`src/rtl/aclk_pkg.sv`:
```
// Shared definitions for the alarm-clock controller and its neighbours.
//   aclk_state_t : controller FSM states
//   aclk_out_t   : controller strobe/select bundle
//   ACLK_NOKEY   : keypad code for "no key pressed" (also used by LCD driver / key register)
//   is_digit     : true for keypad codes 0..9
//   state_outputs: Moore output decode of an FSM state
package aclk_pkg;

    localparam logic [3:0] ACLK_NOKEY = 4'hA;

    typedef enum logic [2:0] {
        StShowTime,
        StShowAlarm,
        StKeyStored,
        StKeyWaited,
        StKeyEntry,
        StSetAlarmTime,
        StSetCurrentTime
    } aclk_state_t;

    typedef struct packed {
        logic show_a;
        logic show_new_time;
        logic shift;
        logic load_new_a;
        logic load_new_c;
    } aclk_out_t;

    function automatic logic is_digit(input logic [3:0] key);
        return key <= 4'd9;
    endfunction

    // show_a and show_new_time are mutually exclusive in every state.
    function automatic aclk_out_t state_outputs(input aclk_state_t st);
        aclk_out_t o;
        o = '0;
        unique case (st)
            StShowAlarm:      o.show_a = 1'b1;
            StKeyStored:      begin o.shift = 1'b1;      o.show_new_time = 1'b1; end
            StKeyWaited:      o.show_new_time = 1'b1;
            StKeyEntry:       o.show_new_time = 1'b1;
            StSetAlarmTime:   begin o.load_new_a = 1'b1; o.show_new_time = 1'b1; end
            StSetCurrentTime: begin o.load_new_c = 1'b1; o.show_new_time = 1'b1; end
            default:          o = '0;
        endcase
        return o;
    endfunction

endpackage

```
`src/rtl/aclk_controller_if.sv`:
```
// Keypad/button inputs and LCD/register strobes of the alarm-clock controller.
//   master : stimulus side (drives buttons, key, one_second; observes strobes)
//   slave  : the controller
interface aclk_controller_if;

    logic       one_second;
    logic       alarm_button;
    logic       time_button;
    logic [3:0] key;
    logic       show_a;
    logic       show_new_time;
    logic       shift;
    logic       load_new_a;
    logic       load_new_c;

    modport master (
        output one_second, alarm_button, time_button, key,
        input  show_a, show_new_time, shift, load_new_a, load_new_c
    );

    modport slave (
        input  one_second, alarm_button, time_button, key,
        output show_a, show_new_time, shift, load_new_a, load_new_c
    );

endinterface

```
`src/rtl/aclk_timeout_cnt.sv`:
```
// Inactivity timer for key entry.
//   clock, reset : rising-edge clock, synchronous active-high reset
//   clear        : hold count at zero
//   tick         : one-second tick, advances the count
//   expired      : tick arriving while count == TIMEOUT_SECS-1
module aclk_timeout_cnt #(
    parameter int unsigned TIMEOUT_SECS = 10
) (
    input  logic clock,
    input  logic reset,
    input  logic clear,
    input  logic tick,
    output logic expired
);

    localparam int unsigned CntW = $clog2(TIMEOUT_SECS);

    logic [CntW-1:0] count_q;

    // No saturation: expiry always leaves the counting states, which clears.
    always_ff @(posedge clock) begin
        if (reset || clear) begin
            count_q <= '0;
        end else if (tick) begin
            count_q <= count_q + 1'b1;
        end
    end

    assign expired = tick && (count_q == CntW'(TIMEOUT_SECS - 1));

endmodule

```
`src/rtl/aclk_controller.sv`:
```
// Central FSM of the alarm clock. Selects the LCD digit source and issues the
// key-register shift and alarm/time load strobes.
//   clock, reset : rising-edge clock, synchronous active-high reset
//   bus (slave)  : one_second, alarm_button, time_button, key in;
//                  show_a, show_new_time, shift, load_new_a, load_new_c out
// Macro ACLK_CTRL_TIMEOUT_EN enables the inactivity timeout during key entry;
// without it entry is left only by buttons or keys and one_second is ignored.
import aclk_pkg::*;

module aclk_controller #(
    parameter int unsigned TIMEOUT_SECS = 10,
    parameter logic [3:0]  NOKEY        = ACLK_NOKEY
) (
    input logic               clock,
    input logic               reset,
    aclk_controller_if.slave  bus
);

    aclk_state_t state_q, state_d;
    aclk_out_t   out_q;
    logic        timeout;
    logic        key_digit;
    logic        key_none;

    // Codes B..F behave exactly like NOKEY.
    assign key_digit = is_digit(bus.key) && (bus.key != NOKEY);
    assign key_none  = !key_digit;

`ifdef ACLK_CTRL_TIMEOUT_EN
    logic cnt_clear;
    assign cnt_clear = !(state_q inside {StKeyWaited, StKeyEntry});

    aclk_timeout_cnt #(
        .TIMEOUT_SECS (TIMEOUT_SECS)
    ) u_timeout_cnt (
        .clock   (clock),
        .reset   (reset),
        .clear   (cnt_clear),
        .tick    (bus.one_second),
        .expired (timeout)
    );
`else
    localparam int unsigned unused_timeout_secs = TIMEOUT_SECS;
    logic unused_one_second;
    assign unused_one_second = bus.one_second;
    assign timeout = 1'b0;
`endif

    always_comb begin
        state_d = state_q;
        unique case (state_q)
            StShowTime: begin
                if (bus.alarm_button) state_d = StShowAlarm;
                else if (key_digit)   state_d = StKeyStored;
            end
            StShowAlarm: begin
                if (!bus.alarm_button) state_d = StShowTime;
            end
            StKeyStored: state_d = StKeyWaited;
            StKeyWaited: begin
                if (timeout)       state_d = StShowTime;
                else if (key_none) state_d = StKeyEntry;
            end
            StKeyEntry: begin
                if (bus.alarm_button)     state_d = StSetAlarmTime;
                else if (bus.time_button) state_d = StSetCurrentTime;
                else if (key_digit)       state_d = StKeyStored;
                else if (timeout)         state_d = StShowTime;
            end
            StSetAlarmTime:   state_d = StShowTime;
            StSetCurrentTime: state_d = StShowTime;
            default:          state_d = StShowTime;
        endcase
    end

    // Outputs registered alongside the state, so they always equal the
    // decode of state_q.
    always_ff @(posedge clock) begin
        if (reset) begin
            state_q <= StShowTime;
            out_q   <= '0;
        end else begin
            state_q <= state_d;
            out_q   <= state_outputs(state_d);
        end
    end

    assign bus.show_a        = out_q.show_a;
    assign bus.show_new_time = out_q.show_new_time;
    assign bus.shift         = out_q.shift;
    assign bus.load_new_a    = out_q.load_new_a;
    assign bus.load_new_c    = out_q.load_new_c;

endmodule
```
`src/flat_wrapper.sv`:
```
// flat-port wrapper written by rule: the top's interface ports become plain ports
module aclk_controller_flat 
#(
    parameter int unsigned TIMEOUT_SECS = 10,
    parameter logic [3:0]  NOKEY        = ACLK_NOKEY
)
  (clock, reset, bus_one_second, bus_alarm_button, bus_time_button, bus_key, bus_show_a, bus_show_new_time, bus_shift, bus_load_new_a, bus_load_new_c);
  aclk_controller_if bus_i ();
  input logic clock;
  input logic reset;
  input wire logic [$bits(bus_i.one_second)-1:0] bus_one_second;
  input wire logic [$bits(bus_i.alarm_button)-1:0] bus_alarm_button;
  input wire logic [$bits(bus_i.time_button)-1:0] bus_time_button;
  input wire logic [$bits(bus_i.key)-1:0] bus_key;
  output wire logic [$bits(bus_i.show_a)-1:0] bus_show_a;
  output wire logic [$bits(bus_i.show_new_time)-1:0] bus_show_new_time;
  output wire logic [$bits(bus_i.shift)-1:0] bus_shift;
  output wire logic [$bits(bus_i.load_new_a)-1:0] bus_load_new_a;
  output wire logic [$bits(bus_i.load_new_c)-1:0] bus_load_new_c;
  assign bus_i.one_second = bus_one_second;
  assign bus_i.alarm_button = bus_alarm_button;
  assign bus_i.time_button = bus_time_button;
  assign bus_i.key = bus_key;
  assign bus_show_a = bus_i.show_a;
  assign bus_show_new_time = bus_i.show_new_time;
  assign bus_shift = bus_i.shift;
  assign bus_load_new_a = bus_i.load_new_a;
  assign bus_load_new_c = bus_i.load_new_c;
  aclk_controller #(.TIMEOUT_SECS(TIMEOUT_SECS), .NOKEY(NOKEY)) u_core (.clock(clock), .reset(reset), .bus(bus_i));
endmodule
```
`config.mk`:
```
export PLATFORM = sky130hd
export DESIGN_NAME = aclk_controller_flat
export DESIGN_NICKNAME = d
export VERILOG_FILES = /design/src/rtl/aclk_pkg.sv /design/src/rtl/aclk_controller_if.sv /design/src/rtl/aclk_timeout_cnt.sv /design/src/rtl/aclk_controller.sv /design/src/flat_wrapper.sv
export SDC_FILE = /design/constraint.sdc
export NUM_CORES = 1
export LEC_CHECK = 0
export BUFFER_PORTS_ARGS = -buffer_cell sky130_fd_sc_hd__buf_2
export CORE_AREA = 8 8 45 47
export DETAILED_ROUTE_END_ITERATION = 10
export DIE_AREA = 0 0 53 55
export PLACE_DENSITY_LB_ADDON = 0.08
export SYNTH_ARGS = -nofsm -noshare
export SYNTH_HDL_FRONTEND = slang
export SYNTH_SLANG_ARGS = --single-unit
```
`constraint.sdc`:
```
create_clock -name clock -period 1.8 [get_ports clock]
set_input_delay 0 -clock clock [delete_from_list [all_inputs] [get_ports clock]]
set_output_delay 0 -clock clock [all_outputs]
set_load 0.01 [all_outputs]
```
==> impl_metrics.ini <==
[sta]
finalSetupViolCount = 0
hold_violations = 0
fin_crit_sh_pct = 61.6
slew_headroom_pct = 78.4
grt_setup_unrepaired = no
timing.final.crit_period_ns = 1.11
fmaxAchievable_mhz = 902
tightest_slew_ns = 0.323
clock_skew_ns = 0.00919
drv_slew = 0
setup_tns_ns = 0

[run_status]
status = complete, no violations

[drt]
drt_iter0_markers = 6
drc = 0
postRouteAntennaNets = 0
dr.pass1.iters = 4
via_per_inst = 4.75
detail_route.wl_per_cell_um = 12.2
routed_wirelength_um = 844
vias = 328

[power_and_ir_drop]
p_comb_share_pct = 13.2
leakagePower_nw = 0.223
pwr-share-seq_pct = 51.5
power_frac_clock_pct = 35.3
power_report.internal_total_uw = 287
p_per_area_nw_per_um2 = 804
switchingPower_uw = 92.9
peakVddDrop_uv = 390
sw_frac_of_total_pct = 24.4

[grt]
grt_pass1_vias = 328
grt-ovfl-total = 0
grt_pass1_wl_um = 1370
grt_max_degree = 10
track_usage_pct = 6.67
antenna_found_initial = 0

[critical_path]
timing.critical_path.slowest_cell_delay_ns = 0.50
cp_top_family = flip-flops
worst_ep_required_time_ns = 1.96
slowest_stage = dfxtp_1
crit_type = reg -> reg
cp-end-kind = register
cp_num_cells = 3
reg2reg_depth = 3
crit_buf_inv = 0
cp_max_fo = 9
arrival_ns = 1.27
path_cells = nand2b_2, nand2b_4, a221oi_2
start_kind = register

[logic_synthesis]
synth.avg_cell_area_um2 = 9.61
synth.most_common_cell = dfxtp_1
yosysWarnings = 0
syn_area_um2 = 365
synth_edf_count = 0
async_flop_share_pct = 0
syn_inst = 38
synth_top_cell_area_share_pct = 43.8
ys_types = 21
ys_seq_area_share_pct = 43.8
syn-num-nets = 47
synthTopCellsByCount = dfxtp_1, a21oi_1, o21ai_0
ys.flop_type = dfxtp_1
synth-seq-cells = 8
synth_top_area_cell = dfxtp_1
synth_area_leaders = dfxtp_1, a21oi_1, o21ai_0

[flow_run]
drv_cap = 0

[clock_network]
cts_tree = done
clockRootBuffer = clkbuf_4
clockBufferDepth = 2
clk_pin_slew_worst_paths_ns = 0.06
clock_sinks = 8
cts_made_buffers = 3
holdBufCountCts = 1
cts_max_level = 1
cts-resized-gates = 0
post-cts-setup-buffers = 0
insertion_delay_ns = 0.25

[final_layout]
antenna_cells = 0
final_area_um2 = 473
drive_above_1_share_pct = 37.7
fin_nets = 64
syn_to_final_growth_pct = 29.5

[placement]
place_hpwl_um = 671
postPlaceCellArea_um2 = 440
io_buffers = 11
gp_congestion = 0.751

[floorplanning]
core-area_um2 = 1380
die_w_um = 53
die_area_um2 = 2920
rows = 14
io_pins = 14
start_util_pct = 26.4
die_height_um = 55

[hold_path]
hold_path_depth = 3
hp-class = in -> reg
flip-flops by register name (all words and copies together), names as in the netlist:
name	count
u_core.bus.load_new_a	1
u_core.bus.load_new_c	1
u_core.bus.show_new_time	1
u_core.bus.shift	1
u_core.state_q	3
u_core.bus.show_a	1
area by class of cell:
class                      instances  area, um^2
fill                             153         911
multi-input combinational         28         198
timing repair buffer              12        65.1
inverter                           2        7.51
tap                               16        20.0
sequential                         8         160
clock buffer                       3        22.5
stage by stage:
step | setup WS [ns] | instances | util (%) | power, mW | hold slack (ns)
2_1_floorplan | 0.810 | 38 | - | 0.227 | 0.0662
3_3_place_gp | 0.723 | 65 | 31.8 | 0.247 | 0.245
3_5_place_dp | 0.703 | 65 | 31.8 | 0.249 | 0.246
4_1_cts | 0.674 | 69 | 34.2 | 0.389 | 0.0671
5_1_grt | 0.581 | 69 | 34.2 | 0.401 | 0.0913
6_report | 0.692 | 69 | 34.2 | 0.380 | 0.0756
power by group through the flow:
stage	Sequential, mW	Combinational, mW	Clock, mW
global route	0.197	0.0561	0.148
floorplan	0.200	0.0266	0
CTS	0.195	0.0513	0.142
finish	0.196	0.0503	0.134
global placement	0.199	0.0485	0
detailed placement	0.199	0.0497	0
cell families after synthesis:
logic type | Yosys count | share of synthesized area (%)
buffers and inverters | 2 | 2.06
flip-flops | 8 | 43.8
AO/OA/AOI/OAI | 17 | 30.8
AND/OR/NAND/NOR | 11 | 23.3
worst paths after layout:
kind                            end  slack (ns)         startpoint
setup / recovery  u_core.state_q[1]        0.69  u_core.state_q[1]
hold / removal    u_core.bus.show_a        0.08    bus_time_button
setup reg to reg  u_core.state_q[1]        0.69  u_core.state_q[1]
hold reg to reg   u_core.state_q[0]        0.57  u_core.state_q[1]
worst register-to-register path, delay by kind of cell (launching register included):
kind | cells | cell delay [ns]
compound gates | 1 | 0.24
flops | 1 | 0.50
simple gates | 2 | 0.29
cells in the final DEF, fill, tap and decap left out:
cell type,instances
o21ai_1,1
a21oi_1,6
nand2b_2,1
nor3_1,2
clkbuf_4,3
o21bai_1,2
o22ai_1,1
o21a_1,1
o21ba_1,1
or3_2,1
nor3b_2,1
a221oi_2,1
o21ai_0,3
and2_1,1
and3b_1,1
dfxtp_1,8
nand3b_1,1
nor2_1,1
inv_1,2
nor4_1,1
buf_2,11
dlygate4sd3_1,1
nand2b_4,1
o21ai_2,1
metal layers:
metal / wire length (um) / vias up / track usage (%)
met3: 97 / 2 / 4.28
met1: 349 / 142 / 6.71
met4: 6 / 0 / 5.17
met5: 0 / - / 0
li1: - / 174 / -
met2: 390 / 10 / 9.77
Power figures use the tool's default switching activity.
